==> src/rtl/opt_sched.sv <==
// rtl/opt_sched.sv - round-robin descriptor scheduler for the route-pass datapath
module opt_sched #(
    parameter int N_REQ    = 4,
    parameter int CITY_DIV = 16,
    parameter int WDOG     = 64
) (
    input  logic                 clk,
    input  logic                 reset,
    input  logic [N_REQ-1:0]     req_valid,
    input  logic [N_REQ*3-1:0]   req_cmd,
    input  logic [N_REQ*7-1:0]   req_k,
    input  logic [N_REQ*7-1:0]   req_l,
    output logic [N_REQ-1:0]     req_ready,
    output logic [2:0]           dp_cmd,
    output logic [6:0]           dp_k,
    output logic [6:0]           dp_l,
    output logic                 dp_start,
    output logic                 dp_busy,
    input  logic                 dp_beat_valid,
    output logic [N_REQ-1:0]     done,
    output logic                 err,
    output logic                 stray
);
    localparam int PW   = (N_REQ > 1) ? $clog2(N_REQ) : 1;
    localparam int BW   = (CITY_DIV > 1) ? $clog2(CITY_DIV) : 1;
    localparam int IW   = $clog2(WDOG + 1);
    localparam int KMAX = CITY_DIV * 8;

    localparam logic [2:0] CMD_OR0 = 3'd1;
    localparam logic [2:0] CMD_OR1 = 3'd2;
    localparam logic [2:0] CMD_TWO = 3'd3;
    localparam logic [2:0] CMD_THR = 3'd4;

    typedef enum logic [1:0] {IDLE, ISSUE, RUN, FIN} state_t;

    state_t          state_q, state_d;
    logic [PW-1:0]   rr_ptr, owner, win, rr_next;
    logic            found, grant, legal, beat_last, timeout;
    logic [2:0]      win_cmd;
    logic [6:0]      win_k, win_l;
    logic [BW-1:0]   beat_cnt;
    logic [IW-1:0]   idle_cnt;

    // Round-robin search: first valid requester at or after rr_ptr, wrapping
    always_comb begin
        found = 1'b0;
        win   = '0;
        for (int i = 0; i < N_REQ; i++) begin
            if (!found && req_valid[(int'(rr_ptr) + i) % N_REQ]) begin
                found = 1'b1;
                win   = PW'((int'(rr_ptr) + i) % N_REQ);
            end
        end
    end

    assign win_cmd = req_cmd[int'(win)*3 +: 3];
    assign win_k   = req_k[int'(win)*7 +: 7];
    assign win_l   = req_l[int'(win)*7 +: 7];
    assign rr_next = (int'(win) == N_REQ - 1) ? '0 : win + PW'(1);

    // Legality of the winning descriptor: command range, city range, K/L ordering
    always_comb begin
        legal = 1'b0;
        if (int'(win_k) < KMAX && int'(win_l) < KMAX) begin
            case (win_cmd)
                CMD_OR0: legal = (win_k < win_l);
                CMD_OR1: legal = (win_l < win_k);
                CMD_TWO: legal = (({1'b0, win_k} + 8'd1) < {1'b0, win_l});
                CMD_THR: legal = 1'b1;
                default: legal = 1'b0;
            endcase
        end
    end

    // Grants only from IDLE; gating with reset keeps req_ready low while reset is held
    assign grant     = reset && (state_q == IDLE) && found;
    assign beat_last = (state_q == RUN) && dp_beat_valid && (beat_cnt == BW'(CITY_DIV - 1));
    assign timeout   = (state_q == RUN) && !dp_beat_valid && (idle_cnt == IW'(WDOG - 1));

    // State register
    always_ff @(posedge clk or negedge reset) begin
        if (!reset) state_q <= IDLE;
        else        state_q <= state_d;
    end

    // Next-state and pass-control outputs
    always_comb begin
        state_d   = state_q;
        req_ready = '0;
        done      = '0;
        dp_start  = 1'b0;
        dp_busy   = 1'b0;
        if (grant) req_ready[win] = 1'b1;
        case (state_q)
            IDLE: begin
                if (grant && legal) state_d = ISSUE;
            end
            ISSUE: begin
                dp_start = 1'b1;
                dp_busy  = 1'b1;
                state_d  = RUN;
            end
            RUN: begin
                dp_busy = 1'b1;
                if (beat_last)    state_d = FIN;
                else if (timeout) state_d = IDLE;
            end
            FIN: begin
                done[owner] = 1'b1;
                state_d     = IDLE;
            end
            default: state_d = IDLE;
        endcase
    end

    // Descriptor latch, round-robin pointer, beat/idle counters, err and stray flags
    always_ff @(posedge clk or negedge reset) begin
        if (!reset) begin
            rr_ptr   <= '0;
            owner    <= '0;
            dp_cmd   <= '0;
            dp_k     <= '0;
            dp_l     <= '0;
            beat_cnt <= '0;
            idle_cnt <= '0;
            err      <= 1'b0;
            stray    <= 1'b0;
        end else begin
            err <= (grant && !legal) || timeout;
            if (dp_beat_valid && state_q != RUN) stray <= 1'b1;
            if (grant) rr_ptr <= rr_next;
            if (grant && legal) begin
                dp_cmd <= win_cmd;
                dp_k   <= win_k;
                dp_l   <= win_l;
                owner  <= win;
            end
            if (state_q == ISSUE) begin
                beat_cnt <= '0;
                idle_cnt <= '0;
            end else if (state_q == RUN) begin
                if (dp_beat_valid) begin
                    beat_cnt <= beat_cnt + BW'(1);
                    idle_cnt <= '0;
                end else begin
                    idle_cnt <= idle_cnt + IW'(1);
                end
            end
        end
    end
endmodule

==> config.mk <==
export PLATFORM = sky130hd
export DESIGN_NAME = opt_sched
export DESIGN_NICKNAME = d
export VERILOG_FILES = /design/src/rtl/opt_sched.sv
export SDC_FILE = /design/constraint.sdc
export NUM_CORES = 1
export LEC_CHECK = 0
export CAP_MARGIN = 10
export CORE_UTILIZATION = 40
export CTS_CLUSTER_DIAMETER = 80
export DETAILED_ROUTE_END_ITERATION = 10
export HOLD_SLACK_MARGIN = 0.06
export PLACE_DENSITY = 0.78
export SETUP_SLACK_MARGIN = 0.3
export SLEW_MARGIN = 25
export SYNTH_ARGS = -nofsm -noshare
export SYNTH_HDL_FRONTEND = slang
export SYNTH_SLANG_ARGS = --single-unit
export TNS_END_PERCENT = 50
==> constraint.sdc <==
create_clock -name clk -period 5.2 [get_ports clk]
set_input_delay 1.04 -clock clk [delete_from_list [all_inputs] [get_ports clk]]
set_output_delay 1.04 -clock clk [all_outputs]
set_load 0.005 [all_outputs]
* Word-level counts from Yosys, hierarchy flattened
Cells that the tools add are included.
W data, S select, Z words.
** Word-level totals
- Register bits after elaboration :: 36
- Input bits :: 75
- Output and inout port bits :: 29
- Logic and storage cells :: 117
** Operators by class
- Add/subtract/negate cells :: 7
- Multiply operators :: 2
- $lt $le $gt $ge :: 11
- Eq/ne operators :: 13
- Shift operators :: 3
- Muxes and demuxes :: 39
- Bitwise logic cells :: 3
- Reductions and logical operators :: 29
** Operator list (count)
- $shiftx A28 B32 Y7 :: 1
- $shiftx A28 B6 Y7 :: 1
- $mux W7 :: 3
- $mux W4 :: 5
- $mux W2 :: 8
- $mux W1 :: 15
- $logic_and A1 B1 Y1 :: 14
- $lt A7 B7 Y1 :: 2
- $lt A3 B4 Y1 const B :: 3
- $shiftx A12 B5 Y3 :: 1
- $lt A2 B3 Y1 const B :: 3
- $add A7 B1 Y8 const B :: 1
- $bmux W1 S2 :: 4
- $lt A8 B7 Y1 :: 1
- $pmux W2 S4 :: 1
- $reduce_or A2 Y1 :: 4
- $add A7 B1 Y7 const B :: 1
- $eq A7 B6 Y1 const B :: 1
- $eq A3 B2 Y1 const B :: 2
- $logic_not A1 Y1 :: 5
- $mul A2 B3 Y5 const B :: 1
- $add A2 B1 Y2 const B :: 2
- $add A2 B2 Y2 const B :: 2
- $add A4 B1 Y4 const B :: 1
- other kinds (17) :: 25

* Longest topological paths before layout
Gate-level depths: netlist of the first run.
- Depth in word-level cells :: 22
- Gate-level depth with buffers :: 22
- Depth with buffers taken out :: 18

* Least setup slack after synthesis of the first run
No wires, ideal clock.
- Path kind :: input to register
- Start point :: input port req_valid[1]
- End point :: register dp_cmd[0]
- Library setup time :: 0.125 ns
- Arrival :: 5.011 ns
- Data required time :: 5.075 ns
- Slack :: 0.064 ns
- Stages on the path :: 22
- Path buffers :: 4
- Cells stage by stage :: inv_2 -> o221a_4 -> and2_4 -> buf_6 -> inv_1 -> buf_4 -> clkbuf_1 -> nand2_1 -> and3_1 -> a31oi_1 -> inv_1 -> ha_1 -> nor2b_1 -> o21a_1 -> o21ai_0 -> nand2b_1 -> a211oi_1 -> o211ai_1 -> a2111oi_2 -> o31ai_4 -> buf_8 -> mux2_4
** Between the ends
- Elaborated cells between the ends (all ways) :: 41
** RTL lines
- start: declaration :: RTL line 9 : input logic [N_REQ-1:0] req_valid,
- $bmux W1 S2 :: RTL line 49 : if (!found && req_valid[(int'(rr_ptr) + i) % N_REQ]) begin
- $mux W1 (implied by the code) :: RTL line 49
- $mux W1 :: RTL line 49
- $logic_not A1 Y1 :: RTL line 49
- $logic_and A1 B1 Y1 :: RTL line 49
- $mux W1 :: RTL line 49
- $logic_not A1 Y1 :: RTL line 49
- $logic_and A1 B1 Y1 :: RTL line 49
- (+2 left out)
- $logic_and A1 B1 Y1 :: RTL line 49
- $mux W2 * :: RTL line 49
- $mul A2 B3 Y5 * :: RTL line 58 : assign win_l = req_l[int'(win)*7 +: 7];
- $shiftx A28 B6 Y7 * :: RTL line 58
- net win_l[1] :: RTL line 40 : logic [6:0] win_k, win_l;
- $lt A8 B7 Y1 (tied with other cells) :: RTL line 68 : CMD_TWO: legal = (({1'b0, win_k} + 8'd1) < {1'b0, win_l});
- $pmux W1 S4 * :: RTL line 65 : case (win_cmd)
- $logic_and A1 B1 Y1 * :: RTL line 132 : if (grant && legal) begin
- end signal: assignment :: RTL line 133 : dp_cmd <= win_cmd;
- end: declaration :: RTL line 14 : output logic [2:0] dp_cmd,
Mark *: on every way through the listed nets, which the timed path passes. The rest lies on a longest branch. The select of a mux whose other input is x is not followed.
A chain may end at the register's enable or synchronous reset.

* Final worst setup path of the first run
- Start point :: input port req_valid[0]
- End point :: register dp_k[1]
** Between the ends
- Word-level cells in the longest chain between the ends :: 18
- Elaborated cells between the ends (all ways) :: 41
** RTL lines
- $bmux W1 S2 :: RTL line 49
- $mux W1 (implied by the code) :: RTL line 49
- $mux W1 :: RTL line 49
- $logic_not A1 Y1 :: RTL line 49
- $logic_and A1 B1 Y1 :: RTL line 49
- $mux W1 :: RTL line 49
- $logic_not A1 Y1 :: RTL line 49
- $logic_and A1 B1 Y1 :: RTL line 49
- (+2 left out)
- $logic_and A1 B1 Y1 :: RTL line 49
- $mux W2 :: RTL line 49
- $mul A2 B3 Y5 :: RTL line 57, 58
- $shiftx A28 B32 Y7 :: RTL line 57 : assign win_k = req_k[int'(win)*7 +: 7];
- $add A7 B1 Y8 :: RTL line 68
- $lt A8 B7 Y1 :: RTL line 68
- $pmux W1 S4 :: RTL line 65
- $logic_and A1 B1 Y1 :: RTL line 132
- end signal: assignment :: RTL line 134 : dp_k <= win_k;
- end: declaration :: RTL line 15 : output logic [6:0] dp_k,
Parallel ways exist; a longest one is shown, timed or not. The select of a mux whose other input is x is not followed.

==> key figures, run 1 <==
Placed design
  – HPWL Detailed: 7.024 mm
  – DP Cell Count: 566
  – Gp weighted congestion: 0.8463
  – Port Buffers: 103
  – Dpl ws: -0.1773 ns

Clock tree
  – H-tree levels: 2
  – Root Buffer: clkbuf_8
  – Register clock-pin slew on the reported worst setup and hold paths: 0.08 ns
  – Num CTS Buffers: 5
  – Clock sink count: 36
  – CTS tree: done
  – Clock Path Buffers: 2
  – Clock latency on the worst-skew pair: 0.30 ns

Yosys
  – Gate Count Post-Synth: 335
  – Yosys top cell area share: 29.07%
  – Yosys Warn Count: 0
  – Post-synthesis cell type count: 56
  – Largest area contributor in the netlist: dfrtp_1
  – EDFF count, synth: 0
  – Mapped Nets: 435
  – Post-Synthesis Cell Area: 3099 um^2
  – Sequential share of the synthesized area: 29.07%
  – Post-synth ARST share: 100.0%
  – Yosys reg bits: 36
  – Top_reg_cell synth: dfrtp_1
  – Syn Area/Cell: 9.251 um^2
  – Area contributors post-synth: dfrtp_1 (29%), ha_1 (10%), mux2i_1 (9.7%), mux2_2 (6.9%), nand2_1 (5.3%)

Layout
  – Area Growth Syn to Fin: 53.25%
  – Nets: 579
  – Layout Cells excl Fill: 578
  – Layout cells sized above 1: 21.50%
  – Ant diodes: 0
  – Fillers: 612

Global route
  – Total GRT Usage: 22.45%
  – Grt ovf: 0
  – Vias in the first global route: 3,007
  – First-pass GRT wire length: 14.71 mm
  – Largest net degree at the start of global routing: 37
  – Initial antenna violation count: 0

Critical path
  – Critical-path cell list: clkdlybuf4s50_1 -> o21ai_2 -> and2_4 -> buf_4 -> buf_12 -> mux2i_1 -> mux2_4 -> buf_4 -> xnor2_2 -> ha_1 -> o21a_1 -> o21ai_2 -> nand2b_1 -> a211oi_2 -> o211ai_1 -> a2111oi_4 -> o31ai_4 -> buf_6 -> buf_16 -> mux2_4
  – Crit start category: primary input
  – Slowest CP cell: clkdlybuf4s50_1
  – Crit path required time: 5.38 ns
  – CP endpoint kind: register
  – Crit path largest cell delay: 0.51 ns
  – Crit path max fanout: 11
  – Crit Path Class: in -> reg
  – Worst path arrival time: 4.89 ns

Floorplanning
  – Die W: 90.03 um
  – Core area: 7370 um^2
  – Top-Level Pins: 104
  – Row count: 31
  – Die ar.: 8105 um^2
  – Chip height: 90.03 um
  – Starting Density: 42.05%

Worst hold path
  – Worst min path class: reg -> reg

Pwr
  – PwrDens: 527.0 nW/um^2
  – Tot Pwr: 2503 uW
  – Peak VDD IR: 0.0002757 V
  – Static Leak: 0.002156 uW

Route
  – Post-route antenna net violation count: 0
  – DR DRC count: 0
  – Routed vias/inst: 5.242
  – Drt total wl: 9.114 mm
  – 1st-iter DRT viols: 142
  – Drt pass-1 iters: 4
  – Routed WL per cell: 15.77 um
  – Via count: 3,030

Timing
  – Unrepaired setup endpoints after global routing: no
  – Setup WS post-layout: 0.4837 ns
  – Crit share post-route: 90.70%
  – # setup viols final: 0
  – Setup TNS: 0 ns
  – Worst Tran Pin Value: 0.7661 ns
  – Final setup skew: 0.01736 ns
  – Final Hold Viols: 0
  – Min cycle time layout: 4.716 ns
  – Slew Limit Fails: 0
  – Achievable Freq: 212.0 MHz
  – Worst slew margin: 48.74%

Job
  – Max-cap violations: 0

Status
  – Status: finished, final reports clean
cells by family after synthesis:
group | count (synthesis) | share of synthesized area, %
XOR/XNOR | 12 | 3.391
AND/OR/NAND/NOR | 115 | 18.45
buffers and inverters | 34 | 5.813
multiplexers | 55 | 19.50
AO/OA/AOI/OAI | 58 | 13.69
adder cells (fa/ha/maj) | 25 | 10.09
flip-flops | 36 | 29.07
per-layer routing:
metal  vias to the layer above  wire [um]  global-route usage (%)
met5                         -          0                       0
met4                         0         81                   4.839
met3                         9        506                   4.822
met2                        94       4657                   40.78
met1                      1441       3869                   27.04
li1                       1486          -                       -
critical path: cells and delay by family:
family	cells	cell delay [ns]
AO/OA/AOI/OAI	7	1.19
XOR/XNOR	1	0.13
adder cells (fa/ha/maj)	1	0.28
buffers and inverters	6	1.30
multiplexers	3	0.70
AND/OR/NAND/NOR	2	0.24
cells in the mapped netlist, types with 2 or more instances:
master,n
mux2_4,6
nor2b_1,3
or4_1,2
a21oi_1,11
nand3_1,10
xnor2_1,6
nor3b_1,2
xor2_1,6
a21boi_0,2
a211oi_1,3
inv_2,2
nand4_1,5
clkbuf_1,4
ha_1,25
dfrtp_1,36
nor4_1,3
and2_1,5
nand2_1,44
buf_8,2
nand2b_1,4
a31oi_1,10
nor2_1,17
inv_1,20
mux2i_1,30
nor3_1,3
and3_1,8
buf_2,2
o211ai_1,2
mux2_2,19
o21ai_0,14
or3_1,3
a21o_1,2
power breakdown:
group	total [uW]	leakage (uW)	internal (uW)	switching, uW
registers	484	0.000440	396	87.8
logic	1820	0.00168	969	850
clock network	200	0.0000400	90.9	109
total	2500	0.00216	1460	1050
metrics by stage:
step	hold WS, ns	util [%]	area [um^2]
after floorplan	0.4510	-	3123
after global placement	0.4448	61.27	4516
after detailed placement	0.4513	61.27	4516
after CTS	0.4745	64.01	4717
after global routing	0.4938	64.45	4750
final	0.4693	64.45	4750
what timing repair did:
item                       in CTS  in global routing
hold buffers                    0                  0
cloned                          1                  0
setup endpoints to repair      21                 20
resized for setup              17                 10
pin swaps                       7                  4
setup buffers                   3                  1
layout make-up:
| cell class | count | area [um^2] | share of cell area [%] |
|---|---|---|---|
| Tap cell | 99 | 123.9 | 2.608 |
| Inverter | 22 | 86.33 | 1.818 |
| Timing Repair Buffer | 149 | 1430 | 30.11 |
| Sequential cell | 36 | 900.9 | 18.97 |
| Clock inverter | 2 | 12.51 | 0.2634 |
| Clock buffer | 5 | 68.82 | 1.449 |
| Multi-Input combinational cell | 265 | 2127 | 44.78 |
final timing paths:
| path | end | slack [ns] | startpoint | cells past startpoint |
|---|---|---|---|---|
| max | dp_k[1] | 0.48 | req_valid[0] | 20 |
| min | stray | 0.47 | stray | 1 |
| max reg2reg | dp_k[1] | 1.01 | rr_ptr[1] | 18 |
| min reg2reg | stray | 0.47 | stray | 1 |
| max in group asynchronous | idle_cnt[1] | 4.03 | reset | 2 |
| min in group asynchronous | dp_cmd[1] | 0.82 | reset | 2 |
sequential cells by signal, summed over array words and instances (netlist names):
signal	flops
dp_l	7
err	1
state_q	2
idle_cnt	7
stray	1
dp_cmd	3
owner	2
beat_cnt	4
rr_ptr	2
dp_k	7
placed cells by master, fill, tap and decap left out, drive strengths merged, types with 10 or more instances in the layout:
| master | Yosys | routed |
|---|---|---|
| o21ai | 16 | 16 |
| a31oi | 10 | 10 |
| dfrtp | 36 | 36 |
| nor2 | 17 | 17 |
| nand3 | 10 | 10 |
| buf | 8 | 47 |
| mux2i | 30 | 30 |
| nand2 | 44 | 44 |
| ha | 25 | 25 |
| a21oi | 11 | 11 |
| inv | 22 | 21 |
| clkdlybuf4s50 | 0 | 99 |
| mux2 | 25 | 25 |
(Power assumes the default switching activity.)
==> inputs of run 2 (changes only) <==
--- a/config.mk
+++ b/config.mk
@@ -7,7 +7,6 @@
 export LEC_CHECK = 0
 export CAP_MARGIN = 10
 export CORE_UTILIZATION = 40
-export CTS_CLUSTER_DIAMETER = 80
 export DETAILED_ROUTE_END_ITERATION = 10
 export HOLD_SLACK_MARGIN = 0.06
 export PLACE_DENSITY = 0.78
==> results of run 2 <==
Same layout as run 1: the final DEF is identical, and so are final timing and power.
==> inputs of run 3 (changes only) <==
--- a/config.mk
+++ b/config.mk
@@ -6,12 +6,13 @@
 export NUM_CORES = 1
 export LEC_CHECK = 0
 export CAP_MARGIN = 10
-export CORE_UTILIZATION = 40
+export CELL_PAD_IN_SITES_DETAIL_PLACEMENT = 0
+export CELL_PAD_IN_SITES_GLOBAL_PLACEMENT = 1
+export CORE_UTILIZATION = 34
 export DETAILED_ROUTE_END_ITERATION = 10
 export HOLD_SLACK_MARGIN = 0.06
-export PLACE_DENSITY = 0.78
+export PLACE_DENSITY = 0.87
 export SETUP_SLACK_MARGIN = 0.3
-export SLEW_MARGIN = 25
 export SYNTH_ARGS = -nofsm -noshare
 export SYNTH_HDL_FRONTEND = slang
 export SYNTH_SLANG_ARGS = --single-unit
==> key figures, run 3 (synthesized netlist as in run 1, its figures left out) <==
Clock tree
  – Hold_buf cts: 0
  – Root Buffer: clkbuf_8
  – CTS tree: done
  – Num CTS Buffers: 5
  – Clock Path Buffers: 2
  – Post CTS Setup Buffer Count: 0
  – H-tree levels: 2
  – Clock latency on the worst-skew pair: 0.29 ns
  – Register clock-pin slew on the reported worst setup and hold paths: 0.08 ns
  – Clock sink count: 36

Route
  – Post-route antenna net violation count: 0
  – DR DRC count: 0
  – Routed vias/inst: 5.134
  – Via count: 2,993
  – Drt pass-1 iters: 4
  – 1st-iter DRT viols: 74
  – Routed WL per cell: 15.30 um
  – Drt total wl: 8.917 mm

Pwr
  – NetSw: 1012 uW
  – Clock Power Share: 9.9%
  – Peak VDD IR: 0.0002167 V
  – Sequential share of power: 19.5%
  – PwrDens: 521.7 nW/um^2
  – P_int: 1472 uW
  – Share of power burned in combinational logic: 70.7%
  – Switching Fraction: 40.74%
  – Static Leak: 0.002153 uW

Timing
  – # setup viols final: 0
  – Final Hold Viols: 0
  – Min cycle time layout: 4.664 ns
  – Final setup skew: 0.01020 ns
  – Slew Limit Fails: 0
  – Crit share post-route: 89.68%
  – Worst Tran Pin Value: 0.7881 ns
  – Setup TNS: 0 ns
  – Worst slew margin: 47.27%
  – Achievable Freq: 214.4 MHz
  – Unrepaired setup endpoints after global routing: no

Floorplanning
  – Core area: 8763 um^2
  – Starting Density: 35.37%
  – Die W: 97.48 um
  – Chip height: 97.48 um
  – Row count: 34
  – Top-Level Pins: 104
  – Die ar.: 9501 um^2

Critical path
  – RR Endpoint: dp_cmd[0]
  – Worst path arrival time: 4.84 ns
  – Critical-path cell list: clkdlybuf4s50_1 -> o21ai_0 -> o211a_1 -> buf_12 -> mux2i_2 -> mux2i_4 -> ha_1 -> ha_1 -> nor2b_1 -> o21a_1 -> o21ai_1 -> nand2b_1 -> a211oi_2 -> o211ai_1 -> a2111oi_4 -> o31ai_4 -> buf_12 -> mux2_4
  – Slowest CP cell: clkdlybuf4s50_1
  – R2R Path Start: rr_ptr[1]
  – Crit Path Class: in -> reg
  – Crit path max fanout: 12
  – Crit path largest cell delay: 0.46 ns
  – Crit path required time: 5.37 ns
  – CP endpoint kind: register
  – Reg-to-reg slack, setup: 1.08 ns
  – Crit start category: primary input
  – R2R cell count: 18

Layout
  – Regs by FF count: dp_k: 7 flops, dp_l: 7 flops, idle_cnt: 7 flops
  – Nets: 574
  – Layout Cells excl Fill: 583
  – Area Growth Syn to Fin: 53.65%
  – Post-Layout Inst Area: 4762 um^2
  – Layout cells sized above 1: 20.21%
  – Commonest non-fill, non-tap cell in the layout: clkdlybuf4s50_1
  – Ant diodes: 0
  – Util after Layout: 54.34%
  – Most frequent cells in the layout: clkdlybuf4s50_1 (99), nand2_1 (44), buf_4 (37)

Placed design
  – HPWL Detailed: 7.157 mm
  – DP Cell Count: 574
  – Port Buffers: 103
  – Dpl cell area: 4519 um^2
  – Gp weighted congestion: 0.7906

Global route
  – Initial antenna violation count: 0
  – Largest net degree at the start of global routing: 37
  – Total GRT Usage: 18.41%
  – Grt ovf: 0
  – First-pass GRT wire length: 14.23 mm
  – Vias in the first global route: 2,984

Status
  – Status: finished, final reports clean

Worst hold path
  – Hold Startpoint: stray
  – Depth of the worst hold-timing path: 1
  – Worst min path class: reg -> reg
  – Hold Crit Endpoint: stray

Job
  – Max-cap violations: 0
-- run 3: changes by cell type in the layout (fill, tap and decap cells not counted), sizes merged --
| cell | change |
|---|---|
| dlymetal6s2s | +2 |
| inv | +1 |
| bufinv | +1 |
| clkinvlp | -2 |
| clkdlybuf4s15 | -1 |
| buf | -6 |
| clkbuf | +1 |
-- run 3: how the worst max path moves through the flow --
stage            startpoint        end  slack (ns)
6_report       req_valid[0]  dp_cmd[0]        0.54
5_1_grt        req_valid[0]    dp_l[4]        0.35
4_1_cts        req_valid[3]  dp_cmd[2]        0.32
3_5_place_dp   req_valid[3]    dp_k[4]       -0.11
3_3_place_gp   req_valid[3]  dp_cmd[0]        0.03
2_1_floorplan  req_valid[1]  dp_cmd[0]        0.31
-- run 3: cell type report --
| cell class | count | area [um^2] |
|---|---|---|
| Timing Repair Buffer | 144 | 1396 |
| Fill cell | 786 | 4001 |
| Clock buffer | 6 | 72.57 |
| Tap cell | 108 | 135.1 |
| Inverter | 22 | 82.58 |
| Multi-Input combinational cell | 265 | 2140 |
| Clock inverter | 2 | 35.03 |
| Sequential cell | 36 | 900.9 |
-- run 3: power by group through the flow --
stage / Sequential, uW / Combinational (uW) / Clock, uW
2_1_floorplan: 475 / 1010 / 0
3_3_place_gp: 488 / 1620 / 0
3_5_place_dp: 488 / 1650 / 0
4_1_cts: 485 / 1670 / 252
5_1_grt: 504 / 1920 / 263
6_report: 484 / 1760 / 245
-- run 3: stage by stage --
step / total power, uW / hold slack (ns) / setup slack (ns)
detailed placement: 2138 / 0.4608 / -0.1059
floorplan: 1480 / 0.4510 / 0.3081
global route: 2686 / 0.5071 / 0.3517
global placement: 2104 / 0.4431 / 0.02742
CTS: 2410 / 0.4848 / 0.3238
finish: 2484 / 0.4784 / 0.5364
-- run 3: critical path: cells and delay by family --
kind | cells | cell delay [ns]
AOI/OAI and AO/OA | 8 | 1.52
adders and majority gates | 2 | 0.56
buffers and inverters | 3 | 0.83
muxes | 3 | 0.68
and+or+nand+nor | 2 | 0.21
-- run 3: repair_timing --
item / 4_1_cts / 5_1_grt
pin swaps: 1 / 6
setup endpoints to repair: 18 / 21
gates resized for setup: 3 / 19
gates cloned: 0 / 1
-- run 3: per-layer routing --
metal | wire (um) | share of wire (%) | GRT usage (%) | up-vias
li1 | - | - | - | 1478
met1 | 3892 | 44 | 22.63 | 1408
met2 | 4457 | 50 | 32.92 | 92
met3 | 432 | 4.8 | 3.453 | 15
met4 | 135 | 1.5 | 4.638 | 0
met5 | 0 | 0 | 0 | -
